File: src/rtl/rv_mul_unit.sv
// Iterative RV32M multiplier: accumulates ASLICE x BSLICE unsigned partial products on operand
// magnitudes, then applies the sign fix-up and selects the requested result half.
module rv_mul_unit #(
  parameter int unsigned DPWIDTH = 32,
  parameter int unsigned ASLICE  = 8,
  parameter int unsigned BSLICE  = 16
) (
  input  logic               clk,
  input  logic               rst,
  input  logic               start,
  input  logic [1:0]         mode,
  input  logic [DPWIDTH-1:0] op_a,
  input  logic [DPWIDTH-1:0] op_b,
  output logic               busy,
  output logic               done,
  output logic [DPWIDTH-1:0] result
);

  localparam int unsigned NA = DPWIDTH / ASLICE;
  localparam int unsigned NB = DPWIDTH / BSLICE;
  localparam int unsigned PW = 2 * DPWIDTH;
  localparam int unsigned AW = (NA > 1) ? $clog2(NA) : 1;
  localparam int unsigned BW = (NB > 1) ? $clog2(NB) : 1;
  localparam int unsigned SW = ASLICE + BSLICE;

  typedef enum logic [1:0] {StIdle, StCalc, StFix, StDone} state_e;

  state_e             state_q, state_d;
  logic [1:0]         mode_q;
  logic [DPWIDTH-1:0] a_q, b_q;
  logic               neg_q;
  logic [PW-1:0]      prod_q;
  logic [AW-1:0]      ai_q;
  logic [BW-1:0]      bi_q;
  logic [DPWIDTH-1:0] result_q;

  logic               a_neg, b_neg;
  logic [DPWIDTH-1:0] a_mag, b_mag;
  logic [ASLICE-1:0]  a_slice;
  logic [BSLICE-1:0]  b_slice;
  logic [31:0]        a_sh, b_sh, shamt;
  logic [SW-1:0]      pp;
  logic [PW-1:0]      pp_sh;
  logic               last_a, last_b;

  // Operands are only treated as two's complement where the mode makes them signed.
  always_comb begin
    a_neg = (mode == 2'b01 || mode == 2'b10) && op_a[DPWIDTH-1];
    b_neg = (mode == 2'b01) && op_b[DPWIDTH-1];
    a_mag = a_neg ? -op_a : op_a;
    b_mag = b_neg ? -op_b : op_b;
  end

  always_comb begin
    a_sh    = 32'(ai_q) * ASLICE;
    b_sh    = 32'(bi_q) * BSLICE;
    shamt   = a_sh + b_sh;
    a_slice = ASLICE'(a_q >> a_sh);
    b_slice = BSLICE'(b_q >> b_sh);
    pp      = {{BSLICE{1'b0}}, a_slice} * {{ASLICE{1'b0}}, b_slice};
    pp_sh   = PW'(pp) << shamt;
    last_a  = (ai_q == AW'(NA - 1));
    last_b  = (bi_q == BW'(NB - 1));
  end

  // State register
  always_ff @(posedge clk) begin
    if (!rst) state_q <= StIdle;
    else      state_q <= state_d;
  end

  // Next-state logic
  always_comb begin
    state_d = state_q;
    case (state_q)
      StIdle:  if (start) state_d = StCalc;
      StCalc:  if (last_a && last_b) state_d = StFix;
      StFix:   state_d = StDone;
      StDone:  state_d = StIdle;
      default: state_d = StIdle;
    endcase
  end

  // Outputs
  always_comb begin
    busy   = (state_q != StIdle);
    done   = (state_q == StDone);
    result = result_q;
  end

  // Datapath
  always_ff @(posedge clk) begin
    if (!rst) begin
      mode_q   <= 2'b00;
      a_q      <= '0;
      b_q      <= '0;
      neg_q    <= 1'b0;
      prod_q   <= '0;
      ai_q     <= '0;
      bi_q     <= '0;
      result_q <= '0;
    end else begin
      case (state_q)
        StIdle: begin
          if (start) begin
            mode_q <= mode;
            a_q    <= a_mag;
            b_q    <= b_mag;
            neg_q  <= a_neg ^ b_neg;
            prod_q <= '0;
            ai_q   <= '0;
            bi_q   <= '0;
          end
        end
        StCalc: begin
          prod_q <= prod_q + pp_sh;
          if (last_a) begin
            ai_q <= '0;
            bi_q <= last_b ? '0 : bi_q + BW'(1);
          end else begin
            ai_q <= ai_q + AW'(1);
          end
        end
        StFix: begin
          if (neg_q) prod_q <= -prod_q;
        end
        StDone: begin
          result_q <= (mode_q == 2'b00) ? prod_q[DPWIDTH-1:0] : prod_q[PW-1:DPWIDTH];
        end
        default: ;
      endcase
    end
  end

endmodule

File: config.mk
export PLATFORM = sky130hd
export DESIGN_NAME = rv_mul_unit
export DESIGN_NICKNAME = d
export VERILOG_FILES = /design/src/rtl/rv_mul_unit.sv
export SDC_FILE = /design/constraint.sdc
export NUM_CORES = 1
export LEC_CHECK = 0
export ABC_AREA = 1
export CELL_PAD_IN_SITES_DETAIL_PLACEMENT = 2
export CELL_PAD_IN_SITES_GLOBAL_PLACEMENT = 2
export CORE_UTILIZATION = 31
export DETAILED_ROUTE_END_ITERATION = 8
export GPL_TIMING_DRIVEN = 0
export PLACE_DENSITY_LB_ADDON = 0.1
export SYNTH_ARGS = -nofsm -noshare
export SYNTH_HDL_FRONTEND = slang
export SYNTH_SLANG_ARGS = --single-unit
File: constraint.sdc
create_clock -name clk -period 7.4 [get_ports clk]
set_input_delay 0.74 -clock clk [delete_from_list [all_inputs] [get_ports clk]]
set_output_delay 0.74 -clock clk [all_outputs]
set_load 0.01 [all_outputs]
==> qor.csv <==
stage,metric,value,unit
status,status,"complete, but fails checks",
status,failing checks,"capacitance limit, slew limit, setup timing",
cells_and_area,"Core Util, Final",45.8,%
synth,Yosys warning count,0,
grt,global-route wire length before repair,173000,um
synth,ys async rst share,0,%
route,drt pass-1 iters,5,
synth,post-synthesis sequential area ratio,17.1,%
synth,Synth area leaders,"dfxtp_1 17%, nand2_1 12%, inv_1 9.2%",
grt,Global Route met1 Usage,39.6,%
cells_and_area,Final Instance Area,28900,um^2
grt,vias in the first global route,26900,
synth,top cell type's share of synthesized area,17.1,%
timing,Worst Skew,0.0217,ns
pwr,PwrDens,510,nW/um^2
cts,H-Tree Depth,4,
floorplan,die area,64500,um^2
flow_run,Max Cap Violations,1,
setup_path,Critical Path Source Type,flip-flop,
synth,main flop type after synthesis,dfxtp_1,
setup_path,Worst setup EP type,flip-flop,
route,Remaining DRCs,0,
placement,post-placement cell area,21800,um^2
cts,hold buffer count at cts,0,
cts,CTS tree,done,
cells_and_area,ANT cells,0,
synth,Yosys reg bits,168,
cts,CTS sink count,168,
placement,Final HPWL DP,90500,um
grt,met3 usage in global routing,5.92,%
timing,Max Slew Vio Count,11,
cts,Clock Latency Late Sink,0.47,ns
floorplan,Initial Utilization,31.3,%
grt,pin count of the biggest net entering global routing,17,
floorplan,core area,63000,um^2
floorplan,top-level port count,103,
cells_and_area,Layout area overhead,46.6,%
cts,clk buf depth,2,
timing,RSZ-0062 raised after global routing,yes,
cts,CTS root buffer,clkbuf_16,
timing,final period demand of the worst path,8.39,ns
cells_and_area,layout cells sized above 1,30.2,%
route,DR vias/cell,5.85,
route,detailed-route via count,25600,
floorplan,Die Y,254,um
placement,Port Buf Inserts,101,
floorplan,Row Count,92,
setup_path,CP max-delay cell,fa_1,
cells_and_area,layout filler cell count,7243,
synth,"Distinct cells, synth",57,
grt,grt ovf,0,
timing,setup ws final,-0.987,ns
synth,syn avg cell area,6.15,um^2
route,Routed WL per cell,30.5,um
setup_path,crit path max fanout,8,
grt,initial antenna violation count,1,
cells_and_area,nets@finish,3797,
pwr,peak supply drop,0.427,mV
synth,mapped cell area,19700,um^2
hold_path,HP Class,reg -> reg,
cells_and_area,register cell area after layout,3370,um^2
pwr,Lkg Pwr,12.2,nW
setup_path,WP data required,7.72,ns
timing,WHS,0.499,ns
floorplan,Die Wd,254,um
synth,leading area contributor after synthesis,dfxtp_1,
cts,CTS Buf Count,17,
synth,Mapped Cells,3204,
setup_path,Reg2Reg Depth,39,
route,initial drt markers,1530,
setup_path,"slowest stage delay, CP",0.54,ns
placement,GP Congestion,1.04,
cells_and_area,multi-input combinational cell area,18400,um^2
hold_path,Hold Crit Depth,2,
setup_path,CP dominant cell by count,nand2_1,
route,DRT antenna net count,0,
setup_path,Worst Path Arrival,8.71,ns
synth,Post-synth EDFFs,0,
timing,final worst-path cycle share,113,%
synth,post-synth net total,3476,
cts,Worst-path clk slew,0.08,ns
timing,Final Hold Viols,0,
timing,final setup vio count,50,
route,final WL,134000,um
setup_path,CP Class,reg -> reg,
grt,GRT busiest layer,met2,
timing,fmax,119,MHz
grt,GRT Util Overall,36.4,%
timing,worst relative slew slack,-4.05,%
grt,GRT met2 Usage,65.7,%
timing,Tightest Pin Transition,1.56,ns
## cell usage after synthesis (2+ instances only)
cell        n
a211oi_1    2
a21boi_0   12
a21o_1     13
a21oi_1   273
a21oi_2     3
a31oi_1    16
and2_1      3
buf_1       8
buf_2       4
clkbuf_1  103
clkinv_1    2
dfxtp_1   168
fa_1       85
ha_1      118
inv_1     482
inv_2      14
mux2i_1     4
nand2_1   613
nand2_2     5
nand2b_1    2
nand3_1   147
nand3_2     3
nand3b_1    8
nand4_1    48
nor2_1    442
nor2_2      5
nor2_4      5
nor3_1     59
nor3_2      4
nor4_1     21
o211ai_1   36
o21a_1      5
o21ai_0   260
o21ai_1    27
o21bai_1   21
o221ai_1   24
o22ai_1    21
o31ai_1     7
o32ai_1     4
or2_2      23
xnor2_1    30
xor2_1     59
## registers in the layout, summed over array words and instances (netlist names)
register,flops
prod_q,64
ai_q,2
a_q,32
b_q,32
mode_q,2
bi_q,1
state_q,2
result,32
neg_q,1
## critical path: cells and delay by family, from the launching register on
kind	cells	cell delay (ns)
AO/OA/AOI/OAI	7	0.95
XOR/XNOR	1	0.16
adder cells (fa/ha/maj)	6	2.70
buffers and inverters	9	0.85
flip-flops	1	0.40
AND/OR/NAND/NOR	16	3.12
## layout by cell type (no fill, tap or decap), types with 40 or more instances in the layout
cell type	instances
clkdlybuf4s50_1	101
nor2_2	71
a21oi_1	164
fa_1	80
nand2_4	40
xor2_1	52
inv_1	404
ha_4	51
nand3_2	43
nor3_1	51
nand3_1	92
o21ai_1	55
inv_2	80
buf_4	162
nor2_1	296
nand2_1	488
ha_1	58
nand4_1	48
nand2_2	86
a21oi_2	75
nor2_4	85
o21ai_2	48
o21ai_0	153
clkbuf_1	86
dfxtp_1	166
## cell type report
cell class,instances,area share (%)
inverter,498,6.62
multi-input combinational,2423,63.8
buffer,113,2.34
tap,846,3.67
clock inverter,12,0.633
sequential,168,11.7
clock buffer,20,1.58
timing repair buffer,304,9.64
## what timing repair did
action | in CTS | in global routing
pin swaps | 177 | 214
setup endpoints to repair | 57 | 54
endpoints found under the hold margin | 0 | 0
cloned | 4 | 0
setup buffers | 121 | 82
resized for setup | 699 | 555
## final timing paths
kind,start,to,slack (ns)
setup / recovery,ai_q[0],prod_q[41],-0.99
hold / removal,result[24],result[24],0.50
setup reg to reg,ai_q[0],prod_q[41],-0.99
hold reg to reg,result[24],result[24],0.50
## through the flow
| step | power [mW] | setup TNS (ns) | worst slack (ns) | std cells |
|---|---|---|---|---|
| floorplan | 5.97 | 0 | 0.338 | 3204 |
| global placement | 8.67 | -115.01 | -2.80 | 4151 |
| detailed placement | 8.93 | -126.67 | -3.04 | 4151 |
| CTS | 12.2 | -0.735 | -0.140 | 4304 |
| global route | 15.2 | -32.76 | -1.23 | 4384 |
| finish | 14.7 | -25.70 | -0.987 | 4384 |
## where the power goes
group	leakage (nW)	total (mW)	internal, mW	switching (mW)
Sequential	1.37	1.35	1.10	0.250
Clock	0.310	1.03	0.564	0.470
Combinational	10.5	12.3	4.27	8.07
Total	12.2	14.7	5.93	8.79
## cell families after synthesis
group	after synthesis	synth area share, %
AND/OR/NAND/NOR	1397	30.2
flip-flops	168	17.1
multiplexers	4	0.203
XOR/XNOR	89	3.96
AO/OA/AOI/OAI	730	20.7
adder cells (fa/ha/maj)	203	16.1
buffers and inverters	613	11.7
## layer usage
layer	vias up	share of wire [%]	wire length (um)
li1	11100	-	-
met1	13000	36	48500
met2	1006	50	66600
met3	503	5.6	7440
met4	2	8.4	11200
met5	-	0.012	16
Power figures use the tool's default switching activity.
